$ cat config.mk
export PLATFORM = sky130hd
export DESIGN_NAME = row_shift_sched
export DESIGN_NICKNAME = d
export VERILOG_FILES = /design/src/rtl/row_shift_pkg.sv /design/src/rtl/row_shift_mask.sv /design/src/rtl/row_shift_sched.sv
export SDC_FILE = /design/constraint.sdc
export NUM_CORES = 1
export LEC_CHECK = 0
export CAP_MARGIN = 5
export CORE_UTILIZATION = 50
export DETAILED_ROUTE_END_ITERATION = 10
export PLACE_DENSITY_LB_ADDON = 0.2
export SLEW_MARGIN = 20
export SYNTH_ARGS = -nofsm -noshare
export SYNTH_HDL_FRONTEND = slang
export SYNTH_HIERARCHICAL = 1
export SYNTH_SLANG_ARGS = --single-unit
$ cat constraint.sdc
create_clock -name clk -period 2.43 [get_ports clk]
set_input_delay 0.3645 -clock clk [delete_from_list [all_inputs] [get_ports clk]]
set_output_delay 0.3645 -clock clk [all_outputs]
set_load 0.005 [all_outputs]
$ cat src/rtl/row_shift_pkg.sv
// Shared constants and types for the row-window shift scheduler.
package row_shift_pkg;

    localparam int H_ACTIVE_DEF = 640;
    localparam int TAPS_DEF     = 11;
    localparam int CNT_W        = 13;

    typedef enum logic [1:0] {
        ST_IDLE  = 2'd0,
        ST_FILL  = 2'd1,
        ST_RUN   = 2'd2,
        ST_BLANK = 2'd3
    } state_e;

endpackage

$ cat src/rtl/row_shift_mask.sv
// Thermometer mask: bits 0..fill set, all ones once fill reaches TAPS-1 or beyond.
module row_shift_mask #(
    parameter int TAPS = 11,
    parameter int FW   = 4
) (
    input  logic [FW-1:0]   fill,
    output logic [TAPS-1:0] mask
);

    // Bit k is set when tap k already holds, or is about to receive, a pixel.
    always_comb begin
        mask = '0;
        for (int k = 0; k < TAPS; k++) begin
            mask[k] = (FW'(k) <= fill);
        end
    end

endmodule

$ cat src/rtl/row_shift_sched.sv
// Row-window shift scheduler: sequences per-tap shift enables across a video line.
// Optional short-line detection is built when ROW_SHIFT_ERR_CHK_EN is defined;
// otherwise err_short is tied low.
// Handshake: pix_valid is a one-way strobe with no back-pressure; a pixel is
// accepted whenever pix_valid=1 in FILL/RUN, or together with line_start.
// All outputs are registered and reflect the inputs sampled at the previous edge.
import row_shift_pkg::*;

module row_shift_sched #(
    parameter int H_ACTIVE = H_ACTIVE_DEF,
    parameter int TAPS     = TAPS_DEF
) (
    input  logic             clk,
    input  logic             rst_n,
    input  logic             enable,
    input  logic             line_start,
    input  logic             pix_valid,
    output logic [TAPS-1:0]  shift_en,
    output logic             window_valid,
    output logic [CNT_W-1:0] col,
    output logic [CNT_W-1:0] x_count,
    output logic             line_done,
    output logic             err_short,
    output state_e           fsm_state
);

    localparam int              FW        = $clog2(TAPS + 1);
    localparam logic [FW-1:0]   FILL_LAST = FW'(TAPS - 1);
    localparam logic [FW-1:0]   FILL_FULL = FW'(TAPS);
    localparam logic [CNT_W-1:0] COL_LAST = CNT_W'(H_ACTIVE - 1);
    localparam logic [CNT_W-1:0] X_MAX    = '1;

    state_e             state;
    state_e             state_nxt;
    logic [FW-1:0]      fill;
    logic [FW-1:0]      fill_nxt;
    logic [FW-1:0]      fill_base;
    logic [CNT_W-1:0]   col_nxt;
    logic [CNT_W-1:0]   col_base;
    logic [CNT_W-1:0]   x_nxt;
    logic [TAPS-1:0]    shift_nxt;
    logic [TAPS-1:0]    mask;
    logic               win_nxt;
    logic               done_nxt;
    logic               in_line;
    logic               accept;

    // A line_start restarts the line, so the coincident pixel is counted from zero.
    assign in_line   = (state == ST_FILL) || (state == ST_RUN);
    assign accept    = pix_valid && (in_line || line_start);
    assign fill_base = line_start ? '0 : fill;
    assign col_base  = line_start ? '0 : col;
    assign fsm_state = state;

    row_shift_mask #(
        .TAPS (TAPS),
        .FW   (FW)
    ) u_mask (
        .fill (fill_base),
        .mask (mask)
    );

    // Next-state and next-output decode.
    always_comb begin
        state_nxt = state;
        fill_nxt  = fill;
        col_nxt   = col;
        x_nxt     = x_count;
        shift_nxt = '0;
        win_nxt   = 1'b0;
        done_nxt  = 1'b0;
        if (!enable) begin
            state_nxt = ST_IDLE;
            fill_nxt  = '0;
            col_nxt   = '0;
            x_nxt     = '0;
        end else begin
            if (line_start) begin
                x_nxt = '0;
            end else if (state != ST_IDLE) begin
                x_nxt = (x_count == X_MAX) ? x_count : x_count + 1'b1;
            end else begin
                x_nxt = '0;
            end
            if (line_start) begin
                state_nxt = ST_FILL;
                fill_nxt  = '0;
                col_nxt   = '0;
            end
            if (accept) begin
                shift_nxt = mask;
                win_nxt   = (fill_base >= FILL_LAST);
                fill_nxt  = (fill_base < FILL_FULL) ? fill_base + 1'b1 : fill_base;
                col_nxt   = col_base + 1'b1;
                if (col_base == COL_LAST) begin
                    state_nxt = ST_BLANK;
                    done_nxt  = 1'b1;
                end else if (fill_nxt == FILL_FULL) begin
                    state_nxt = ST_RUN;
                end else begin
                    state_nxt = ST_FILL;
                end
            end
        end
    end

    // State, counter and output registers.
    always_ff @(posedge clk) begin
        if (!rst_n) begin
            state        <= ST_IDLE;
            fill         <= '0;
            col          <= '0;
            x_count      <= '0;
            shift_en     <= '0;
            window_valid <= 1'b0;
            line_done    <= 1'b0;
        end else begin
            state        <= state_nxt;
            fill         <= fill_nxt;
            col          <= col_nxt;
            x_count      <= x_nxt;
            shift_en     <= shift_nxt;
            window_valid <= win_nxt;
            line_done    <= done_nxt;
        end
    end

`ifdef ROW_SHIFT_ERR_CHK_EN
    // Sticky flag for a line restarted before all of its pixels arrived.
    always_ff @(posedge clk) begin
        if (!rst_n || !enable) begin
            err_short <= 1'b0;
        end else if (line_start && in_line) begin
            err_short <= 1'b1;
        end
    end
`else
    assign err_short = 1'b0;
`endif

endmodule

# --- Word-level counts from Yosys, hierarchy flattened ---
# Index checks and enable logic that the tools add are counted.
totals:
  regBits: 45
  input_bits: 5
  wordCells: 49
op_classes:
  add_sub_neg: 3
  order_cmp: 13
  eq_ne: 5
  n_mux: 10
  bitwise: 3
  reduce_logical: 8
ops:
  columns: ["operator", "count"]
  rows:
  - ["adder 13 x 1 -> 13 bit, second input constant", 2]
  - ["two-way mux 13 bit", 2]
  - ["<= comparator 3 x 4 -> 1 bit, first input constant", 4]
  - ["equality test 13 x 10 -> 1 bit, second input constant", 1]
  - ["equality test 13 bit, second input constant", 1]
  - ["<= comparator 4 bit, first input constant", 3]
  - ["two-way mux 4 bit", 3]
  - ["<= comparator 1 x 4 -> 1 bit, first input constant", 2]
  - ["<= comparator 2 x 4 -> 1 bit, first input constant", 2]
  - ["two-way mux 2 bit", 4]
  - ["adder 4 x 1 -> 4 bit, second input constant", 1]
  - ["equality test 4 bit, second input constant", 1]
  - ["greater-or-equal comparator 4 bit, second input constant", 1]
  - ["< comparator 4 bit, second input constant", 1]
  - ["nonzero test 2 bit", 2]
  - ["OR reduction 4 bit", 1]
  - ["inverter 1 bit", 3]
  - ["AND reduction 3 bit", 1]
  - ["equality test 2 x 1 -> 1 bit, second input constant", 1]
  - ["equality test 2 bit, second input constant", 1]
  - ["logical OR 1 bit", 2]
  - ["AND reduction 2 bit", 1]
  - ["logical AND 1 bit", 1]
  - ["two-way mux 1 bit", 1]

# --- Depth between registers and ports, before layout ---
logic_depth:
  ltp_word: 7
  depth_mapped: 8

# --- Hierarchy ---
# Netlist, hierarchy kept.
by_module_without_submodules:
  columns: ["mod", "n_inst", "cells_each", "area_each_um2", "seq_area_each_um2"]
  rows:
  - ["row_shift_sched", 1, 231, 2013.2, 900.9]
  - ["row_shift_mask", 1, 13, 88.8, 0.0]

# --- Worst setup path after synthesis ---
# Ideal clock, no wire load.
synth_timing:
  path_type: "input to register"
  start: "input port line_start"
  end: "register state[0], in the netlist fsm_state[0]"
  setup_ns: 0.133
  arrival_time_ns: 1.934
  t_required_ns: 2.297
  setup_slack_ns: 0.363
  cell_stages: 7
  path_buffers: 1
  path_cell_list: "clkbuf_1 > nor2b_1 > ha_1 > nor4_1 > a31oi_1 > nor4_1 > a211oi_1"
synth_via:
  elab_chain_len: 7
  elab_cells_between_ends: 13
synth_rtl:
  columns: ["item", "line_no", "source"]
  rows:
  - ["from (decl)", "row_shift_sched.sv:16", "input logic line_start,"]
  - ["two-way mux 4 bit *", null, null]
  - ["named net fill_base[1]", "row_shift_sched.sv:37", "logic [FW-1:0] fill_base;"]
  - ["adder 4 x 1 -> 4 bit or < comparator 4 bit (tied branches)", "row_shift_sched.sv:93", "fill_nxt = (fill_base < FILL_FULL) ? fill_base + 1'b1 : fill_base;"]
  - ["two-way mux 4 bit *", "row_shift_sched.sv:93", null]
  - ["equality test 4 bit *", "row_shift_sched.sv:98", "end else if (fill_nxt == FILL_FULL) begin"]
  - ["two-way mux 2 bit *", "row_shift_sched.sv:98", null]
  - ["two-way mux 2 bit *", "row_shift_sched.sv:95", "if (col_base == COL_LAST) begin"]
  - ["two-way mux 2 bit *", "row_shift_sched.sv:90", "if (accept) begin"]
  - ["to (signal assigned)", "row_shift_sched.sv:118", "state <= state_nxt;"]
  - ["to (decl)", "row_shift_sched.sv:33", "state_e state;"]
# Mark *: on every way through the listed nets, which the timed path passes. The rest lies on a longest branch.
# A chain may end at the register's enable or synchronous reset.

# --- Final worst setup path ---
layout_timing:
  start: "input port line_start"
  end: "register col[10]"
layout_via:
  elab_chain_len: 3
  elab_cells_between_ends: 5
layout_rtl:
  columns: ["item", "line_no", "source"]
  rows:
  - ["two-way mux 13 bit or logical OR 1 bit (tied branches)", null, null]
  - ["adder 13 x 1 -> 13 bit or logical AND 1 bit (tied branches)", "row_shift_sched.sv:94, row_shift_sched.sv:50", null]
  - ["two-way mux 13 bit *", "row_shift_sched.sv:90", null]
  - ["to (signal assigned)", "row_shift_sched.sv:120", "col <= col_nxt;"]
  - ["to (decl)", "row_shift_sched.sv:20", "output logic [CNT_W-1:0] col,"]
# Mark *: on every way between the ends. The rest lies on a longest branch, timed or not.

==> results.ini <==
[outcome]
status=complete, no violations

[worst_setup_path]
cp_data_arrival_time_ps=2370
criticalPathCategory=in -> reg
reg2reg_slack_ps=460
rr_startpoint=fsm_state[1]$_SDFFE_PN0P_
critical_path.max_fanout=10
reg2reg_to=col[11]$_SDFF_PN0_
cp-end-kind=flip-flop
worstSetupStartpointType=input pin
worstPathRequired_ps=2660
timing.reg2reg.worst_path_depth=6

[placed_design]
io_buffers=45
hpwl_um=3337
gp_congestion=0.8795
place_area_um2=2650

[clock_network]
cts_setup_buffers=0
clk_latency_ps=290
clock_sinks=45
cts_tree=yes
cts_hold_buffers=0
clk_pin_slew_ps=80
cts_max_path_buffers=2
cts_max_level=2
numCtsBuffers=5
cts_resized=0
root_buffer=clkbuf_8

[synth]
synthFlopType=dfxtp_1
syn_avg_cell_area_um2=8.615
synth_cells=244
yosysSeqAreaShare_pct=42.86
synthArstFlopShare_pct=0
synth_seq_cells=45
synth_edf_count=0
synth_cell_types=51
synth_warnings=6
synth_area_um2=2102
synthesis.nets=254

[drt]
route.detailed.drc=0
vias=1912
wl_um=4556
drtIter0Drc=102
vias_per_cell=5.526
antenna_left=0
wl_per_cell_um=13.17
drt-pass1-iter-count=4

[cells_and_area]
layout_common_cells=45 x dfxtp_1, 45 x clkdlybuf4s50_1, 22 x nor2_1
final_area_um2=2724
antenna_cells=0
fillCellCount=338
seqCellArea_um2=900.9
area_growth_pct=29.58
drive_gt1_share_pct=8.446
multi_input_area_um2=1127
fin_nets=307

[global_route]
grt_usage_pct=22.36
grt_pass1_vias=1683
gr-total-overflow=0
grt_max_degree=15
antenna_found_initial=0
grt_pass1_wl_um=7507

[die]
core-area_um2=4029
die_h_um=66.84
dieArea_um2=4468
initial_core_util_pct=52.17
die_w_um=66.84
top_level_ports=47
floorplan.rows=23

[timing]
tightest_slew_ps=511.4
skew_ps=5.482
rsz0062_at_grt=no
min_period_ps=2139
period_share_pct=88.03
fmax_mhz=467.5
max-slew-margin-rel_pct=65.84
hold_viol=0
finalSetupViolCount=0
setup-tns-final_ps=0
drv_slew=0

[worst_hold_path]
hold_path_end=x_count[12]$_SDFFE_PP0P_
hold_class=reg -> reg
hp-start=x_count[12]$_SDFFE_PP0P_
holdPathStages=1

[power_and_ir_drop]
ir_drop_mv=0.2066
p_per_area_nw_per_um2=450.8
p_leak_nw=0.9996

[job]
maxCapViolations=0

per-layer routing:
metal	global-route usage, %	wire (µm)
met5	0	0
met4	9.574	85
met3	4.110	187
met1	26.62	2093
met2	38.76	2191
synthesized netlist by cell type, drive strengths merged, types with 2 or more instances:
| cell | n | area (µm²) |
|---|---|---|
| or3 | 7 | 43.79 |
| a31oi | 3 | 18.77 |
| o31a | 2 | 18.77 |
| xnor2 | 4 | 35.03 |
| o21a | 4 | 30.03 |
| mux2i | 2 | 20.02 |
| nand4 | 5 | 31.28 |
| a21oi | 11 | 55.05 |
| dfxtp | 45 | 900.9 |
| nor4 | 6 | 43.79 |
| a21o | 2 | 16.27 |
| inv | 7 | 26.28 |
| nand4b | 2 | 17.52 |
| mux2 | 2 | 22.52 |
| clkbuf | 6 | 22.52 |
| ha | 5 | 62.56 |
| nor2 | 22 | 82.58 |
| and2 | 13 | 81.33 |
| and3 | 4 | 25.02 |
| nand2b | 3 | 18.77 |
| conb | 2 | 7.510 |
| nand3b | 2 | 15.01 |
| xor2 | 6 | 52.55 |
| buf | 4 | 25.02 |
| nor3 | 6 | 30.03 |
| or4 | 5 | 41.29 |
| nor2b | 5 | 31.28 |
| and4b | 2 | 20.02 |
| or2 | 3 | 18.77 |
| nand2 | 21 | 78.83 |
| o21ai | 12 | 63.81 |
| nand3 | 10 | 50.05 |
flip-flops by register name, summed over array words and instances, names as in the netlist:
name          count
line_done         1
col              13
shift_en         11
window_valid      1
fsm_state         2
x_count          13
fill              4
power breakdown:
part	internal, mW	switching (mW)
Sequential	0.740	0.00367
Clock	0.189	0.232
Combinational	0.0282	0.0342
worst max path at each step:
stage	start	end
after floorplan	line_start	fsm_state[0]$_SDFFE_PN0P_
after CTS	line_start	fsm_state[0]$_SDFFE_PN0P_
after global routing	line_start	col[10]$_SDFF_PN0_
after detailed placement	line_start	fsm_state[0]$_SDFFE_PN0P_
after global placement	line_start	fsm_state[0]$_SDFFE_PN0P_
final	line_start	col[10]$_SDFF_PN0_
cell type report:
class | count | area share, %
inverters | 7 | 0.9646
flip-flops and latches | 45 | 33.07
well taps | 50 | 2.297
repair buffers | 56 | 19.57
clock buffers | 5 | 2.526
clock inverters | 1 | 0.1837
multi-input cells | 182 | 41.39
stage by stage:
stage          hold WS [ps]  power, mW  cells  util (%)  worst slack, ps
2_1_floorplan         488.2     0.7951    244         -            362.9
3_3_place_gp          504.5     0.8223    340     65.78            79.08
3_5_place_dp          519.5     0.8231    340     65.78           -13.63
4_1_cts               537.8      1.240    346     67.61            314.6
5_1_grt               565.4      1.278    346     67.61            128.7
6_report              533.6      1.228    346     67.61            291.0
kinds of logic (layout without fill, tap and decap cells):
kind of cell             Yosys count  in the layout  share of synthesized area (%)
AO/OA/AOI/OAI                     44             44                          13.81
AND/OR/NAND/NOR                  117            117                          30.30
multiplexers                       4              4                          2.024
adder cells (fa/ha/maj)            5              5                          2.976
flip-flops                        45             45                          42.86
XOR/XNOR                          10             10                          4.166
other                              2              2                         0.3573
buffers and inverters             17             69                          3.512
worst max-delay path: stages:
cell and delay (ps):
clkdlybuf4s50_1 610, nor2b_1 270, ha_1 230, nand3_1 120, nor4_1 320, mux2_1 370, nor2_1 90
Power figures use the tool's default switching activity.
